==> config.mk <==
export PLATFORM = sky130hd
export DESIGN_NAME = erosion3x3_stream
export DESIGN_NICKNAME = d
export VERILOG_FILES = /design/src/rtl/morph_pkg.sv /design/src/rtl/erosion_line_buffer.sv /design/src/rtl/erosion3x3_stream.sv
export SDC_FILE = /design/constraint.sdc
export NUM_CORES = 1
export LEC_CHECK = 0
export ABC_AREA = 0
export CORE_ASPECT_RATIO = 1.25
export CORE_UTILIZATION = 57
export DETAILED_ROUTE_END_ITERATION = 16
export HOLD_SLACK_MARGIN = 0.02
export PLACE_DENSITY = 0.78
export SYNTH_ARGS = -nofsm -noshare
export SYNTH_HDL_FRONTEND = slang
export SYNTH_SLANG_ARGS = --single-unit
export TNS_END_PERCENT = 50
==> constraint.sdc <==
create_clock -name clk -period 2.58 [get_ports clk]
set_input_delay 0.516 -clock clk [delete_from_list [all_inputs] [get_ports clk]]
set_output_delay 0.516 -clock clk [all_outputs]
set_load 0.005 [all_outputs]
==> src/rtl/morph_pkg.sv <==
// Shared definitions for the binary morphology stream blocks.
package morph_pkg;

  localparam int DEF_WIDTH  = 9;
  localparam int DEF_HEIGHT = 6;

  typedef enum logic [1:0] {
    IDLE  = 2'd0,
    FILL  = 2'd1,
    RUN   = 2'd2,
    FLUSH = 2'd3
  } state_e;

endpackage

==> src/rtl/erosion_line_buffer.sv <==
// Two-row delay line for a 1-bit raster stream.
// tap_row1 is the pixel one row back and tap_row2 the pixel two rows back.
module erosion_line_buffer
  import morph_pkg::*;
#(
  parameter int WIDTH = DEF_WIDTH
) (
  input  logic clk,
  input  logic shift,
  input  logic pixel,
  output logic tap_row1,
  output logic tap_row2
);

  // Contents need no reset: every frame rewrites them before any unmasked use.
  logic [2*WIDTH-1:0] sr;

  always_ff @(posedge clk) begin
    if (shift) begin
      sr <= {sr[2*WIDTH-2:0], pixel};
    end
  end

  assign tap_row1 = sr[WIDTH-1];
  assign tap_row2 = sr[2*WIDTH-1];

endmodule

==> src/rtl/erosion3x3_stream.sv <==
// Streaming 3x3 binary erosion over WIDTH x HEIGHT frames with a zeroed border.
// Input handshake: a pixel moves when i_pixel_valid && i_ready; i_ready drops only during FLUSH.
module erosion3x3_stream
  import morph_pkg::*;
#(
  parameter int WIDTH  = DEF_WIDTH,
  parameter int HEIGHT = DEF_HEIGHT
) (
  input  logic   clk,
  input  logic   rst,
  input  logic   i_pixel,
  input  logic   i_pixel_valid,
  input  logic   i_sop,
  output logic   i_ready,
  output logic   o_pixel,
  output logic   o_pixel_valid,
  output logic   o_sop,
  output logic   o_eop,
  output state_e fsm_state
);

  localparam int NPIX  = WIDTH * HEIGHT;
  localparam int IDX_W = $clog2(NPIX);
  localparam int COL_W = $clog2(WIDTH);
  localparam int ROW_W = $clog2(HEIGHT);

  localparam logic [IDX_W-1:0] K_FILL_END = IDX_W'(WIDTH);
  localparam logic [IDX_W-1:0] K_LAST     = IDX_W'(NPIX - 1);
  localparam logic [COL_W-1:0] COL_LAST   = COL_W'(WIDTH - 1);
  localparam logic [ROW_W-1:0] ROW_LAST   = ROW_W'(HEIGHT - 1);

  state_e           state, state_next;
  logic [IDX_W-1:0] idx, idx_next;
  logic [COL_W-1:0] out_col;
  logic [ROW_W-1:0] out_row;

  logic accept, restart, shift, emit, new_pix;
  logic tap_row1, tap_row2, and9, interior, first_out, last_out;
  logic [1:0] win_top, win_mid, win_bot;

  assign i_ready   = (state != FLUSH);
  assign accept    = i_pixel_valid & i_ready;
  assign restart   = accept & i_sop;
  assign fsm_state = state;

  always_comb begin
    state_next = state;
    idx_next   = idx;
    shift      = 1'b0;
    emit       = 1'b0;
    if (restart) begin
      // A new start of frame always wins, even mid-frame; any pending output is dropped.
      state_next = FILL;
      idx_next   = IDX_W'(1);
      shift      = 1'b1;
    end else begin
      unique case (state)
        IDLE: ;
        FILL: begin
          if (accept) begin
            shift    = 1'b1;
            idx_next = idx + IDX_W'(1);
            if (idx == K_FILL_END) state_next = RUN;
          end
        end
        RUN: begin
          if (accept) begin
            shift = 1'b1;
            emit  = 1'b1;
            if (idx == K_LAST) begin
              state_next = FLUSH;
              idx_next   = '0;
            end else begin
              idx_next = idx + IDX_W'(1);
            end
          end
        end
        FLUSH: begin
          shift = 1'b1;
          emit  = 1'b1;
          if (last_out) state_next = IDLE;
        end
        default: state_next = IDLE;
      endcase
    end
  end

  assign new_pix = (state == FLUSH) ? 1'b0 : i_pixel;

  erosion_line_buffer #(
    .WIDTH(WIDTH)
  ) u_line_buffer (
    .clk      (clk),
    .shift    (shift),
    .pixel    (new_pix),
    .tap_row1 (tap_row1),
    .tap_row2 (tap_row2)
  );

  // Window columns: [0] holds the previous pixel column, [1] the one before it.
  always_ff @(posedge clk) begin
    if (shift) begin
      win_top <= {win_top[0], tap_row2};
      win_mid <= {win_mid[0], tap_row1};
      win_bot <= {win_bot[0], new_pix};
    end
  end

  assign and9 = &{tap_row2, win_top, tap_row1, win_mid, new_pix, win_bot};
  assign interior  = (out_row != '0) && (out_row != ROW_LAST) &&
                     (out_col != '0) && (out_col != COL_LAST);
  assign first_out = (out_row == '0) && (out_col == '0);
  assign last_out  = (out_row == ROW_LAST) && (out_col == COL_LAST);

  always_ff @(posedge clk) begin
    if (rst) begin
      state   <= IDLE;
      idx     <= '0;
      out_col <= '0;
      out_row <= '0;
    end else begin
      state <= state_next;
      idx   <= idx_next;
      if (restart) begin
        out_col <= '0;
        out_row <= '0;
      end else if (emit) begin
        if (out_col == COL_LAST) begin
          out_col <= '0;
          out_row <= (out_row == ROW_LAST) ? '0 : out_row + ROW_W'(1);
        end else begin
          out_col <= out_col + COL_W'(1);
        end
      end
    end
  end

  always_ff @(posedge clk) begin
    if (rst) begin
      o_pixel_valid <= 1'b0;
      o_pixel       <= 1'b0;
      o_sop         <= 1'b0;
      o_eop         <= 1'b0;
    end else begin
      o_pixel_valid <= emit;
      o_pixel       <= emit & and9 & interior;
      o_sop         <= emit & first_out;
      o_eop         <= emit & last_out;
    end
  end

endmodule

==> load_flow_metrics.sql <==
INSERT INTO impl_metrics (metric_group, metric, value, unit) VALUES
('cells_and_area', 'final_util', '0.710', ''),
('synth', 'synth_seq_area_share', '0.575', ''),
('worst_setup_path', 'path_max_fanout', '11', ''),
('worst_setup_path', 'cpPeakStageDelay', '470', 'ps'),
('placement', 'placement.cell_area', '1880', 'um^2'),
('sta', 'worst-slew-pin-transition', '456', 'ps'),
('synth', 'synth.cell_area', '1710', 'um^2'),
('placement', 'dp.cells', '195', ''),
('floorplanning', 'die_width', '50.9', 'um'),
('cts', 'cts.sink_count', '39', ''),
('cts', 'cts-root-to-sink-buffers', '2', ''),
('power', 'share_clk_of_total_power', '0.318', ''),
('synth', 'postSynth.asyncResetShare', '0', ''),
('cts', 'cts-hold-fix-buffers', '0', ''),
('placement', 'io_buffer_count', '11', ''),
('cts', 'cts_tree', 'yes', ''),
('worst_setup_path', 'worst-setup-path-type', 'flip-flop to output port', ''),
('flow_run', 'maxCapViolCount', '0', ''),
('cells_and_area', 'final_cell_area', '1960', 'um^2'),
('routing', 'route.antenna.remaining_nets', '0', ''),
('placement', 'routabilityCongestion', '0.878', ''),
('worst_setup_path', 'worst_path_max_delay_cell', 'sky130_fd_sc_hd__clkdlybuf4s50_1', ''),
('cts', 'cts.root.buffer_cell', 'sky130_fd_sc_hd__clkbuf_4', ''),
('worst_setup_path', 'critical_path_arrival', '1850', 'ps'),
('floorplanning', 'num_io_pins', '12', ''),
('global_route', 'grt_usage', '0.220', ''),
('synth', 'synth-edff-count', '20', ''),
('routing', 'dr.first_iter.drc_count', '59', ''),
('global_route', 'grt_start_max_net_pins', '21', ''),
('sta', 'worst_clock_skew', '6.81', 'ps'),
('sta', 'maxSlewViolCount', '0', ''),
('synth', 'synth_nets', '164', ''),
('routing', 'routedWlPerCell', '15.1', 'um'),
('worst_setup_path', 'worst_setup_path_end_kind', 'output port', ''),
('placement', 'dpl.hpwl', '2170', 'um'),
('routing', 'drc_errors', '0', ''),
('cells_and_area', 'nNetsFinal', '183', ''),
('synth', 'synthesis.area_per_instance', '11.5', 'um^2'),
('synth', 'yosys_warnings', '0', ''),
('power', 'seq_power_share', '0.563', ''),
('sta', 'maximum_clock_frequency', '0.423', 'GHz'),
('floorplanning', 'floorplan.core_area', '2760', 'um^2'),
('routing', 'drtPass1Iterations', '4', ''),
('cells_and_area', 'final-seq-area', '981', 'um^2'),
('cells_and_area', 'insertedDiodeCount', '0', ''),
('cts', 'number_of_gates_resized_after_cts', '0', ''),
('sta', 'finalCritPeriodShare', '0.916', ''),
('cells_and_area', 'final.fill_count', '200', ''),
('outcome', 'status', 'completed', ''),
('synth', 'count_of_distinct_cell_types_in_the_synthesized_netlist', '39', ''),
('power', 'worst_ir_drop_vdd', '703', 'uV'),
('cts', 'htreeDepth', '2', ''),
('routing', 'detail_route.vias_per_cell', '5.79', ''),
('global_route', 'grt_pass1_wl', '5110', 'um'),
('power', 'p_int', '0.961', 'mW'),
('power', 'power.density', '648', 'nW/um^2'),
('global_route', 'gr-total-overflow', '0', ''),
('cts', 'post_cts_buffers', '0', ''),
('floorplanning', 'site_rows', '21', ''),
('floorplanning', 'floorplan.die_area', '3220', 'um^2'),
('worst_setup_path', 'critical_path_buf_inv_count', '2', ''),
('worst_setup_path', 'path_cells', 'ha_1 > inv_1 > clkdlybuf4s50_1', ''),
('routing', 'wl', '3060', 'um'),
('synth', 'synthCells', '149', ''),
('power', 'switching_fraction', '0.243', ''),
('worst_setup_path', 'critical-path-top-delay-family', 'buffers and inverters', ''),
('sta', 'grt_setup_unrepaired', 'no', ''),
('worst_setup_path', 'required', '2060', 'ps'),
('worst_hold_path', 'hold_path_class', 'flip-flop to flip-flop', ''),
('cts', 'clk_slew_on_worst_s_h_paths', '110', 'ps'),
('global_route', 'grt_pass1_vias', '1117', '');
synthesized netlist by cell type, types with 4 or more instances:
cell type,number,area (um^2)
sky130_fd_sc_hd__nor3_1,4,20.0
sky130_fd_sc_hd__ha_1,10,125
sky130_fd_sc_hd__nand2b_1,4,25.0
sky130_fd_sc_hd__nand3_1,5,25.0
sky130_fd_sc_hd__a21oi_1,4,20.0
sky130_fd_sc_hd__o21ai_0,5,25.0
sky130_fd_sc_hd__dfxtp_1,19,380
sky130_fd_sc_hd__nor2b_1,4,25.0
sky130_fd_sc_hd__inv_1,9,33.8
sky130_fd_sc_hd__edfxtp_1,20,601
sky130_fd_sc_hd__nor2_1,15,56.3
sky130_fd_sc_hd__nand2_1,9,33.8
sky130_fd_sc_hd__xnor2_1,5,43.8
layout make-up:
type / instances / area share
clock buffers: 5 / 0.0192
clock inverters: 3 / 0.0224
inverters: 9 / 0.0173
multi-input cells: 100 / 0.355
flip-flops and latches: 39 / 0.501
well taps: 34 / 0.0217
repair buffers: 13 / 0.0639
cells by family (layout without fill, tap and decap cells):
family | count (synthesis) | after routing | share of synthesized area
flip-flops | 39 | 39 | 0.575
adder cells (fa/ha/maj) | 10 | 10 | 0.0733
XOR/XNOR | 8 | 8 | 0.0411
multiplexers | 2 | 2 | 0.0117
AO/OA/AOI/OAI | 22 | 22 | 0.0916
buffers and inverters | 10 | 30 | 0.0220
AND/OR/NAND/NOR | 58 | 58 | 0.185
placed cells by master (no fill, tap or decap), types with 2 or more instances in the layout:
cell / instances
sky130_fd_sc_hd__a21oi_1: 4
sky130_fd_sc_hd__nor3_1: 4
sky130_fd_sc_hd__nand3_1: 5
sky130_fd_sc_hd__ha_1: 10
sky130_fd_sc_hd__clkbuf_4: 5
sky130_fd_sc_hd__nor2b_1: 4
sky130_fd_sc_hd__nand2b_1: 4
sky130_fd_sc_hd__mux2i_1: 2
sky130_fd_sc_hd__and3b_1: 3
sky130_fd_sc_hd__inv_1: 9
sky130_fd_sc_hd__xnor2_1: 5
sky130_fd_sc_hd__xor2_1: 3
sky130_fd_sc_hd__dfxtp_1: 19
sky130_fd_sc_hd__a22oi_1: 3
sky130_fd_sc_hd__nand2_1: 9
sky130_fd_sc_hd__buf_4: 2
sky130_fd_sc_hd__nor2_1: 15
sky130_fd_sc_hd__nor4_1: 2
sky130_fd_sc_hd__nand4_1: 3
sky130_fd_sc_hd__edfxtp_1: 20
sky130_fd_sc_hd__clkdlybuf4s50_1: 11
sky130_fd_sc_hd__o21ai_0: 5
sequential cells by signal (all words and copies together) (netlist names), 2 cells and up:
name / cells
fsm_state: 2
out_row: 3
out_col: 4
idx: 6
win_top: 2
u_line_buffer.sr: 18
path summary, 6_finish.rpt:
kind / to / slack [ps] / startpoint / depth (start not counted)
setup / recovery: i_ready / 220 / fsm_state[1]$_SDFFE_PP0P_ / 3
setup reg to reg: out_row[2]$_SDFFE_PP0P_ / 630 / fsm_state[0]$_SDFFE_PP0P_ / 6
hold / removal: u_line_buffer.sr[7]$_DFFE_PP_ / 420 / u_line_buffer.sr[6]$_DFFE_PP_ / 0
hold reg to reg: u_line_buffer.sr[7]$_DFFE_PP_ / 420 / u_line_buffer.sr[6]$_DFFE_PP_ / 0
through the flow:
stage	hold slack [ps]	total power, mW	setup WS [ps]
6_report	422	1.27	216
5_1_grt	429	1.33	86.5
4_1_cts	430	1.28	213
3_5_place_dp	405	0.876	324
3_3_place_gp	405	0.871	454
2_1_floorplan	400	0.817	170
power groups by stage:
stage                     sequential [mW]  clock [mW]  combinational (mW)
final                               0.714       0.404               0.152
after global routing                0.719       0.440               0.170
after CTS                           0.714       0.411               0.150
after detailed placement            0.726           0               0.150
after global placement              0.726           0               0.145
after floorplan                     0.722           0              0.0951
metal layers:
metal  global-route usage  vias to the layer above  routed length (um)  share of wire
li1                     -                      576                   -              -
met1                0.286                      543                1350           0.44
met2                0.326                       45                1440           0.47
met3               0.0604                       12                 164          0.054
met4                0.122                        0                 100          0.033
met5                    0                        -                   0              0
Power figures use the tool's default switching activity.
